## src/rtl/pulse_arbiter.sv

```systemverilog
// pulse_arbiter
// Round-robin scheduler that latches single-cycle event pulses from several
// sources as pending requests and hands them, one at a time, to a single
// downstream consumer over a valid/ready handshake. A programmable idle gap
// follows every accepted grant, and pulses that arrive while their channel is
// still pending are recorded as sticky overflow flags.

module pulse_arbiter #(
  parameter int NUM_CHANNELS = 4,
  parameter int GAP_CYCLES   = 2,
  parameter int INDEX_WIDTH  = $clog2(NUM_CHANNELS)
) (
  input  logic                    i_Clk,
  input  logic                    i_Rst,
  input  logic [NUM_CHANNELS-1:0] i_Req,
  input  logic                    i_Ready,
  input  logic                    i_Clear_Overflow,
  output logic                    o_Valid,
  output logic [INDEX_WIDTH-1:0]  o_Index,
  output logic [NUM_CHANNELS-1:0] o_Pending,
  output logic [NUM_CHANNELS-1:0] o_Overflow
);

  // The gap counter is loaded with GAP_CYCLES-1 and counts down to zero, so it
  // only needs enough bits to hold that value (at least one bit).
  localparam int CNT_W = (GAP_CYCLES > 1) ? $clog2(GAP_CYCLES) : 1;
  localparam logic [CNT_W-1:0] GAP_LOAD =
    (GAP_CYCLES > 0) ? CNT_W'(GAP_CYCLES - 1) : '0;

  typedef enum logic [1:0] {
    ST_IDLE  = 2'd0,
    ST_GRANT = 2'd1,
    ST_GAP   = 2'd2
  } state_t;

  state_t                  r_State;
  logic [INDEX_WIDTH-1:0]  r_Ptr;
  logic [CNT_W-1:0]        r_Cnt;
  logic                    r_Valid;
  logic [INDEX_WIDTH-1:0]  r_Index;
  logic [NUM_CHANNELS-1:0] r_Pending;
  logic [NUM_CHANNELS-1:0] r_Overflow;

  logic                    w_Xfer;
  logic [NUM_CHANNELS-1:0] w_XferMask;
  logic [NUM_CHANNELS-1:0] w_UpperMask;
  logic [NUM_CHANNELS-1:0] w_Upper;
  logic [INDEX_WIDTH-1:0]  w_PickUpper;
  logic [INDEX_WIDTH-1:0]  w_PickAll;
  logic [INDEX_WIDTH-1:0]  w_Pick;
  logic [INDEX_WIDTH-1:0]  w_PtrNext;

  // A grant is only ever presented from the GRANT state, so valid & ready is
  // exactly the transfer condition; ready while idle or in the gap is ignored.
  assign w_Xfer     = r_Valid & i_Ready;
  assign w_XferMask = w_Xfer ? (NUM_CHANNELS'(1) << r_Index) : '0;

  // Round-robin search: first look at pending bits at or above the pointer;
  // if none, wrap around and take the lowest pending bit overall.
  assign w_UpperMask = ~((NUM_CHANNELS'(1) << r_Ptr) - NUM_CHANNELS'(1));
  assign w_Upper     = r_Pending & w_UpperMask;

  // Lowest-set-bit encoders for both the masked and unmasked pending vectors.
  always_comb begin
    w_PickUpper = '0;
    w_PickAll   = '0;
    for (int i = NUM_CHANNELS - 1; i >= 0; i--) begin
      if (w_Upper[i]) begin
        w_PickUpper = INDEX_WIDTH'(i);
      end
      if (r_Pending[i]) begin
        w_PickAll = INDEX_WIDTH'(i);
      end
    end
  end

  assign w_Pick = (|w_Upper) ? w_PickUpper : w_PickAll;

  // After serving channel c the search restarts at c+1, wrapping at the top.
  assign w_PtrNext = (r_Index == INDEX_WIDTH'(NUM_CHANNELS - 1)) ?
                     '0 : (r_Index + INDEX_WIDTH'(1));

  // Grant state machine: picks a pending channel, holds the grant until the
  // consumer accepts it, then idles for the configured gap.
  always_ff @(posedge i_Clk or negedge i_Rst) begin
    if (!i_Rst) begin
      r_State <= ST_IDLE;
      r_Ptr   <= '0;
      r_Cnt   <= '0;
      r_Valid <= 1'b0;
      r_Index <= '0;
    end else begin
      case (r_State)
        ST_IDLE: begin
          if (|r_Pending) begin
            r_Index <= w_Pick;
            r_Valid <= 1'b1;
            r_State <= ST_GRANT;
          end
        end
        ST_GRANT: begin
          if (i_Ready) begin
            r_Valid <= 1'b0;
            r_Ptr   <= w_PtrNext;
            if (GAP_CYCLES == 0) begin
              r_State <= ST_IDLE;
            end else begin
              r_Cnt   <= GAP_LOAD;
              r_State <= ST_GAP;
            end
          end
        end
        ST_GAP: begin
          if (r_Cnt == '0) begin
            r_State <= ST_IDLE;
          end else begin
            r_Cnt <= r_Cnt - CNT_W'(1);
          end
        end
        default: begin
          r_State <= ST_IDLE;
          r_Valid <= 1'b0;
        end
      endcase
    end
  end

  // Pending latch and sticky overflow flags; a new pulse always wins over a
  // same-edge transfer or clear, and a channel that is transferring on this
  // edge cannot overflow.
  always_ff @(posedge i_Clk or negedge i_Rst) begin
    if (!i_Rst) begin
      r_Pending  <= '0;
      r_Overflow <= '0;
    end else begin
      r_Pending  <= (r_Pending & ~w_XferMask) | i_Req;
      r_Overflow <= (i_Clear_Overflow ? '0 : r_Overflow) |
                    (i_Req & r_Pending & ~w_XferMask);
    end
  end

  assign o_Valid    = r_Valid;
  assign o_Index    = r_Index;
  assign o_Pending  = r_Pending;
  assign o_Overflow = r_Overflow;

endmodule

```

## config.mk

```make
export PLATFORM = sky130hd
export DESIGN_NAME = pulse_arbiter
export DESIGN_NICKNAME = d
export VERILOG_FILES = /design/src/rtl/pulse_arbiter.sv
export SDC_FILE = /design/constraint.sdc
export NUM_CORES = 1
export LEC_CHECK = 0
export CAP_MARGIN = 20
export CORE_UTILIZATION = 46
export DETAILED_ROUTE_END_ITERATION = 10
export PLACE_DENSITY = 0.87
export SLEW_MARGIN = 10
export SYNTH_ARGS = -nofsm -noshare
export SYNTH_HDL_FRONTEND = slang
export SYNTH_SLANG_ARGS = --single-unit
export TNS_END_PERCENT = 100
```

## constraint.sdc

```tcl
create_clock -name i_Clk -period 1.4 [get_ports i_Clk]
set_input_delay 0.28 -clock i_Clk [delete_from_list [all_inputs] [get_ports i_Clk]]
set_output_delay 0.28 -clock i_Clk [all_outputs]
set_load 0.02 [all_outputs]
```

**Word-level counts from Yosys, hierarchy flattened**

Cells that the tools add are included.
Widths: inputs -> output; s select.

- Add/subtract/negate cells: 3
- Eq/ne operators: 6
- Shifts and indexed selects: 2
- Muxes and demuxes: 22
- Bitwise logic cells: 10
- Reductions and logical operators: 9

Operators by type and width:

| cell | number |
|---|---|
| $mux 2 | 13 |
| $and 4x4->4 | 4 |
| $mux 4 | 2 |
| $not 4->4 | 2 |
| $or 4x4->4 | 2 |
| $reduce_or 4->1 | 2 |
| $shl 1x2->4 const A | 2 |
| $ne 2x2->1 const B | 3 |
| $pmux 2 s3 | 1 |
| $reduce_and 2->1 | 3 |
| $reduce_and 3->1 | 2 |
| $eq 2x2->1 const B | 2 |
| $mux 1 | 4 |
| $sub 4x2->4 const B | 1 |
| $pmux 1 s3 | 1 |
| $add 2x1->2 const B | 1 |
| $eq 2x1->1 const B | 1 |
| $logic_not 2->1 | 1 |
| $pmux 1 s2 | 1 |
| $reduce_bool 2->1 | 1 |
| $and 1x1->1 | 1 |
| $not 1->1 | 1 |
| $sub 1x1->1 const B | 1 |

- Bits in registers: 16
- Bits of input ports: 8
- Output and inout port bits: 11
- Word-level logic and storage cells: 59

**Longest topological paths before layout**

Gate-level depths: netlist of the first run.

- Depth in word-level cells: 9
- Mapped depth: 5
- Depth with buffers taken out: 5

**Worst setup path before layout of the first run**

OpenSTA, ideal clock, no wires.

- Path type: reg2reg
- Start: register r_Pending[1], in the netlist o_Pending[1]
- End: register r_Index[0], in the netlist o_Index[0]
- Setup time: 122 ps
- Arrival time: 1254 ps
- Required time: 1278 ps
- Path slack: 25 ps
- Cell stages (with the launch flop): 4
- Path buffers: 0
- Period minus slack after synthesis: 1375 ps
- Cell sequence: dfrtp_1 -> nor4_1 -> a2111oi_1 -> a32o_1

- Longest elaborated chain between the ends: 4
- Elaborated cells on any way between the ends: 9
- Those cells by class: mux (5); bitwise (1); reduce/logical (3)

Ends and longest elaborated chain:

| what | line | RTL |
|---|---|---|
| from (decl) | 41 | `logic [NUM_CHANNELS-1:0] r_Pending;` |
| from (signal assigned) | 136 | `r_Pending <= (r_Pending & ~w_XferMask) \| i_Req;` |
| $and 4x4->4 | 61 | `assign w_Upper = r_Pending & w_UpperMask;` |
| $mux 2 (2 in series) | 68 | `if (w_Upper[i]) begin` |
| $mux 2 | 77 | `assign w_Pick = (\|w_Upper) ? w_PickUpper : w_PickAll;` |
| to (signal assigned) | 96 | `r_Index <= w_Pick;` |
| to (decl) | 40 | `logic [INDEX_WIDTH-1:0] r_Index;` |

Parallel ways exist; a longest one is shown, timed or not.
A chain may end at the register's enable or synchronous reset.

**Worst setup path in the final report of the first run**

- Start: register r_Pending[2], in the netlist o_Pending[2]
- End: register r_Index[1], in the netlist o_Index[1]

- Longest elaborated chain between the ends: 5
- Elaborated cells on any way between the ends: 11
- Those cells by class: mux (7); bitwise (1); reduce/logical (3)

Ends and longest elaborated chain:

| what | line |
|---|---|
| $and 4x4->4 | 61 |
| $mux 2 (3 in series) | 68 |
| $mux 2 | 77 |

Parallel ways exist; a longest one is shown, timed or not.

==> reports/metrics.yaml, run 1 <==
period_minus_slack_ns: 1.39
finalWirelength_microns: 1690
clk_latency_ns: 0.29
die_w_microns: 42.4
synth_ff_type: "dfrtp_1"
max_stage_delay_ns: 0.45
area_growth_pct: 36.3
synth_edf_count: 0
relSlewSlack_pct: 73.9
synth.distinct_cells: 24
setup_viol: 0
grt_pass1_wl_microns: 2890
grt_pass1_vias: 652
cts-resized-gates: 12
crit_arrival_ns: 1.59
drc: 0
fp.dieH_microns: 42.4
wl_per_cell_microns: 14.4
cts_tree: "built"
die_area_sq_um: 1800
ios: 19
cp_max_fo: 5
cts_buffers: 3
crit_required_ns: 1.60
grt_usage_pct: 22.2
hold_viol_final: 0
synthesis.nets: 84
wl_met2_microns: 856
dr.max_layer_used: "met4"
cts_sinks: 16
max_cap_violations: 0
worst_pin_slew_ns: 0.391
grt_max_degree: 17
vias: 629
crit-reg2reg-launch: "o_Pending[2]$_DFF_PN0_"
vias_per_cell: 5.38
fin_setup_tns_ns: 0
ys_ff_latch: 16
final_cells: 117
status: "finished, final reports clean"
drive_gt1_share_pct: 15.8
synth_warnings: 0
rsz0062_at_grt: "true"
dp.cells: 114
setup.worst_path.class: "reg2reg"
place.gp.congestion: 0.803
critPathCaptureType: "flop"
dp_worst_setup_slack_ns: -0.0437
clockRootBuffer: "clkbuf_4"
start_kind: "flop"
wl_met3_microns: 42
async_flop_share_pct: 100
fin_worst_skew_ns: 0.00822
initial_core_util_pct: 49.3
core-area_sq_um: 1520
drt-met1-wl_microns: 756
hp-class: "in2async"
drt_first_pass_iters: 2
path_clk_slew_ns: 0.09
crit_family: "simple AND/OR/NAND/NOR gates"
critPathSlowestCell: "dfrtp_1"
netlist_area_sq_um: 751
syn_inst: 72
drtIter0Drc: 18
slew_violations: 0
antenna_found_initial: 0
nNetsFinal: 115
clockBufferDepth: 2
finalCritPeriodShare_pct: 99.2
crit_chain: "nor4_2 -> buf_4 -> nand2b_1 -> o2bb2ai_1"
r2r_cells: 4
power_leakage_nw: 0.471
cts-htree-levels: 1
r2r-end: "o_Index[1]$_DFFE_PN0P_"
avgSynthCellArea_sq_um: 10.4
powerDensity_nw_per_um2: 1790
dp_hpwl_microns: 1310
worst-path-buf-inv: 1
cts_hold_buffers: 0
vdd_drop_max_mv: 1.17
rows: 14
io_buffers: 18
max_freq_mhz: 720
r2r_slack_ns: 0.01
ant_nets: 0
n_antenna_cell: 0
setup_slack_ns: 0.0117
grt_overflow: 0
post_cts_buffers: 0
ys_seq_area_share_pct: 53.3
## area by class of cell
class	count	area, sq um
clock buffer	3	22.5
sequential	16	402
fill	124	500
inverter	8	30.0
tap	16	20.0
timing repair buffer	26	223
multi-input combinational	48	327
## per-layer routing
metal | GRT usage [%] | vias up
met5 | 0 | -
met4 | 11.3 | 0
met3 | 3.88 | 4
met2 | 37.5 | 10
met1 | 27.0 | 302
li1 | - | 313
## worst max path at each step
stage	cells after the start	slack, ns	to	start
2_1_floorplan	3	0.02	o_Index[0]$_DFFE_PN0P_	o_Pending[1]$_DFF_PN0_
3_3_place_gp	3	0.03	r_Ptr[1]$_DFFE_PN0P_	i_Ready
3_5_place_dp	5	-0.04	o_Overflow[2]$_DFF_PN0_	i_Ready
4_1_cts	1	0.009	o_Pending[3]	o_Pending[3]$_DFF_PN0_
5_1_grt	4	-0.04	o_Index[1]$_DFFE_PN0P_	o_Pending[2]$_DFF_PN0_
6_report	4	0.01	o_Index[1]$_DFFE_PN0P_	o_Pending[2]$_DFF_PN0_
## where the power goes
group	internal (W)	switching [W]
registers	0.000620	0.000154
logic	0.000375	0.000441
clock network	0.000100	0.000143
## Yosys cell counts, types with 2 or more instances
library cell / count / share of area [%]
dfrtp_1: 16 / 53
inv_1: 8 / 4.0
nand3_1: 7 / 4.7
nand2_1: 7 / 3.5
ha_1: 4 / 6.7
o21ai_0: 7 / 4.7
a21o_1: 4 / 4.0
nand2b_1: 2 / 1.7
nor2b_1: 2 / 1.7
## through the flow
step                      util (%)  total power [W]  hold slack [ns]  instance area [sq um]
after floorplan                  -          0.00124          -0.0156                    751
after global placement        66.3          0.00161            0.509                   1010
after detailed placement      66.3          0.00166            0.523                   1010
after CTS                     67.3          0.00184            0.307                   1030
after global routing          67.2          0.00196            0.318                   1020
final                         67.2          0.00183            0.305                   1020
## registers in the layout, summed over array words and instances, names as in the netlist
signal,flops
o_Index,2
o_Overflow,4
o_Pending,4
o_Valid,1
r_Cnt,1
r_Ptr,2
r_State,2
## placed cells by master, fill, tap and decap left out, drive strengths merged
master / count
nand2b: 2
o22ai: 1
clkdlybuf4s50: 7
a211oi: 1
a21o: 4
mux2i: 1
a2111oi: 1
or3b: 1
a21oi: 1
inv: 8
nand4b: 1
dfrtp: 16
dlygate4sd2: 10
nor2b: 2
nand3: 7
nand3b: 1
o2bb2ai: 1
mux2: 1
clkbuf: 4
nor2: 1
o211ai: 1
buf: 8
o31ai: 1
ha: 4
nor4: 1
o21ai: 7
nand2: 7
a32o: 1
## cell families after synthesis
| kind of cell | count (synthesis) | synth area share (%) |
|---|---|---|
| compound gates | 19 | 17.0 |
| fa+ha+maj | 4 | 6.67 |
| buf+inv | 8 | 4.00 |
| flops | 16 | 53.3 |
| mux | 2 | 2.83 |
| simple gates | 23 | 16.2 |
(Power assumes the default switching activity.)
==> run 2: changes to the inputs <==
- CORE_UTILIZATION: 46 -> 42
- PLACE_DENSITY: 0.87 -> 0.84
- clock period: 1.4 -> 1.2 ns (I/O delays scaled with it)
==> run 2 against run 1 <==
Net effect: the flow now finishes with violations (setup timing); first-iteration DRC count down 22%; register-to-register slack worse by 0.03 ns; core utilization up 4.1 points; cell count up 13%.
==> reports/metrics.yaml, run 2 (same netlist as run 1, synthesis figures left out) <==
status: "complete, but fails checks"
violations: "setup timing"
area_growth_pct: 51.3
grt_max_degree: 17
fin_setup_tns_ns: -0.0179
cts_sinks: 16
regArea_sq_um: 405
n_antenna_cell: 0
die_area_sq_um: 1960
holdWs_ns: 0.250
final_area_sq_um: 1140
antenna_found_initial: 0
drtIter0Drc: 14
die_w_microns: 44.3
cts_tree: "built"
rows: 14
clk_latency_ns: 0.29
fp.dieH_microns: 44.3
setup.worst_path.class: "reg2reg"
cts_buffers: 3
relSlewSlack_pct: 80.2
path_clk_slew_ns: 0.09
powerDensity_nw_per_um2: 2150
crit_arrival_ns: 1.40
rsz0062_at_grt: "true"
crit_required_ns: 1.39
core-area_sq_um: 1590
power_leakage_nw: 0.520
setup_viol: 2
n_fill_cell: 112
drc: 0
ant_nets: 0
max_freq_mhz: 823
r2r_cells: 2
final_cell_mix: "dfrtp_1, buf_4, inv_1"
final_common_cell: "dfrtp_1"
critPathCaptureType: "flop"
nNetsFinal: 121
finalCritPeriodShare_pct: 101
grt_overflow: 0
fin_util_pct: 71.3
vias: 684
place_area_sq_um: 1090
period_minus_slack_ns: 1.21
drive_gt1_share_pct: 38.9
cp_max_fo: 3
vdd_drop_max_mv: 1.50
clockRootBuffer: "clkbuf_4"
wl_per_cell_microns: 13.0
multi_input_area_sq_um: 368
dp_hpwl_microns: 1320
start_kind: "flop"
io_buffers: 18
setup_slack_ns: -0.0149
max_cap_violations: 0
drt_first_pass_iters: 4
ios: 19
grt_pass1_vias: 675
worst_pin_slew_ns: 0.294
fin_worst_skew_ns: 0.00303
finalWirelength_microns: 1720
slew_violations: 0
cts-htree-levels: 1
hp-class: "in2async"
place.gp.congestion: 0.852
initial_core_util_pct: 47.1
grt_pass1_wl_microns: 2930
grt_usage_pct: 21.0
clockBufferDepth: 2
vias_per_cell: 5.18
hold_viol_final: 0
## run 2: cell types whose count changed in the layout (fill, tap and decap cells not counted), sizes merged
cell and delta:
buf +11, clkbuf +2, clkdlybuf4s15 +4, dlygate4sd2 -10
## run 2: critical path: stages (launching register included)
cell and delay (ns):
dfrtp_1 0.43, or3b_4 0.42, a32o_1 0.26
## run 2: cell type report
cell class,instances,area share (%)
repair buffers,32,23.5
inverters,8,2.64
clock buffers,4,3.19
well taps,24,2.64
flip-flops and latches,16,35.7
multi-input cells,48,32.4
## run 2: worst paths after layout
| check | end | slack, ns | startpoint |
|---|---|---|---|
| setup / recovery | o_Index[0]$_DFFE_PN0P_ | -0.01 | r_Ptr[1]$_DFFE_PN0P_ |
| hold / removal | r_Cnt$_DFFE_PN0P_ | 0.25 | i_Rst |
| setup reg to reg | o_Index[0]$_DFFE_PN0P_ | -0.01 | r_Ptr[1]$_DFFE_PN0P_ |
| min in group i_Clk | o_Overflow[1]$_DFF_PN0_ | 0.53 | o_Overflow[1]$_DFF_PN0_ |
| max in group asynchronous | o_Pending[0]$_DFF_PN0_ | 0.75 | i_Rst |
| hold reg to reg | o_Overflow[1]$_DFF_PN0_ | 0.53 | o_Overflow[1]$_DFF_PN0_ |
## run 2: power by group
group | total [W] | switching [W] | internal (W)
Combinational | 0.00115 | 0.000575 | 0.000577
Clock | 0.000355 | 0.000170 | 0.000185
Sequential | 0.000932 | 0.000201 | 0.000731
Total | 0.00244 | 0.000947 | 0.00149
## run 2: layer usage
metal	routed length [microns]	track usage, %	share of wire (%)	vias to the layer above
met3	57	2.45	3.3	5
li1	-	-	-	326
met1	765	25.6	45	333
met4	34	9.09	2.0	0
met5	0	0	0	-
met2	862	37.1	50	20
## run 2: what timing repair did
action                     in CTS  in global routing
setup endpoints to repair      14                  8
buffers inserted                1                  0
hold buffers                    0                  0
cloned                          0                  0
pin swaps                       3                  3
gates resized for setup        39                  7
## run 2: through the flow
step	setup slack (ns)	cells	power, W
after floorplan	-0.0216	72	0.00151
after global placement	-0.106	127	0.00202
after detailed placement	-0.168	127	0.00207
after CTS	-0.0320	132	0.00241
after global routing	-0.0587	132	0.00261
final	-0.0149	132	0.00244
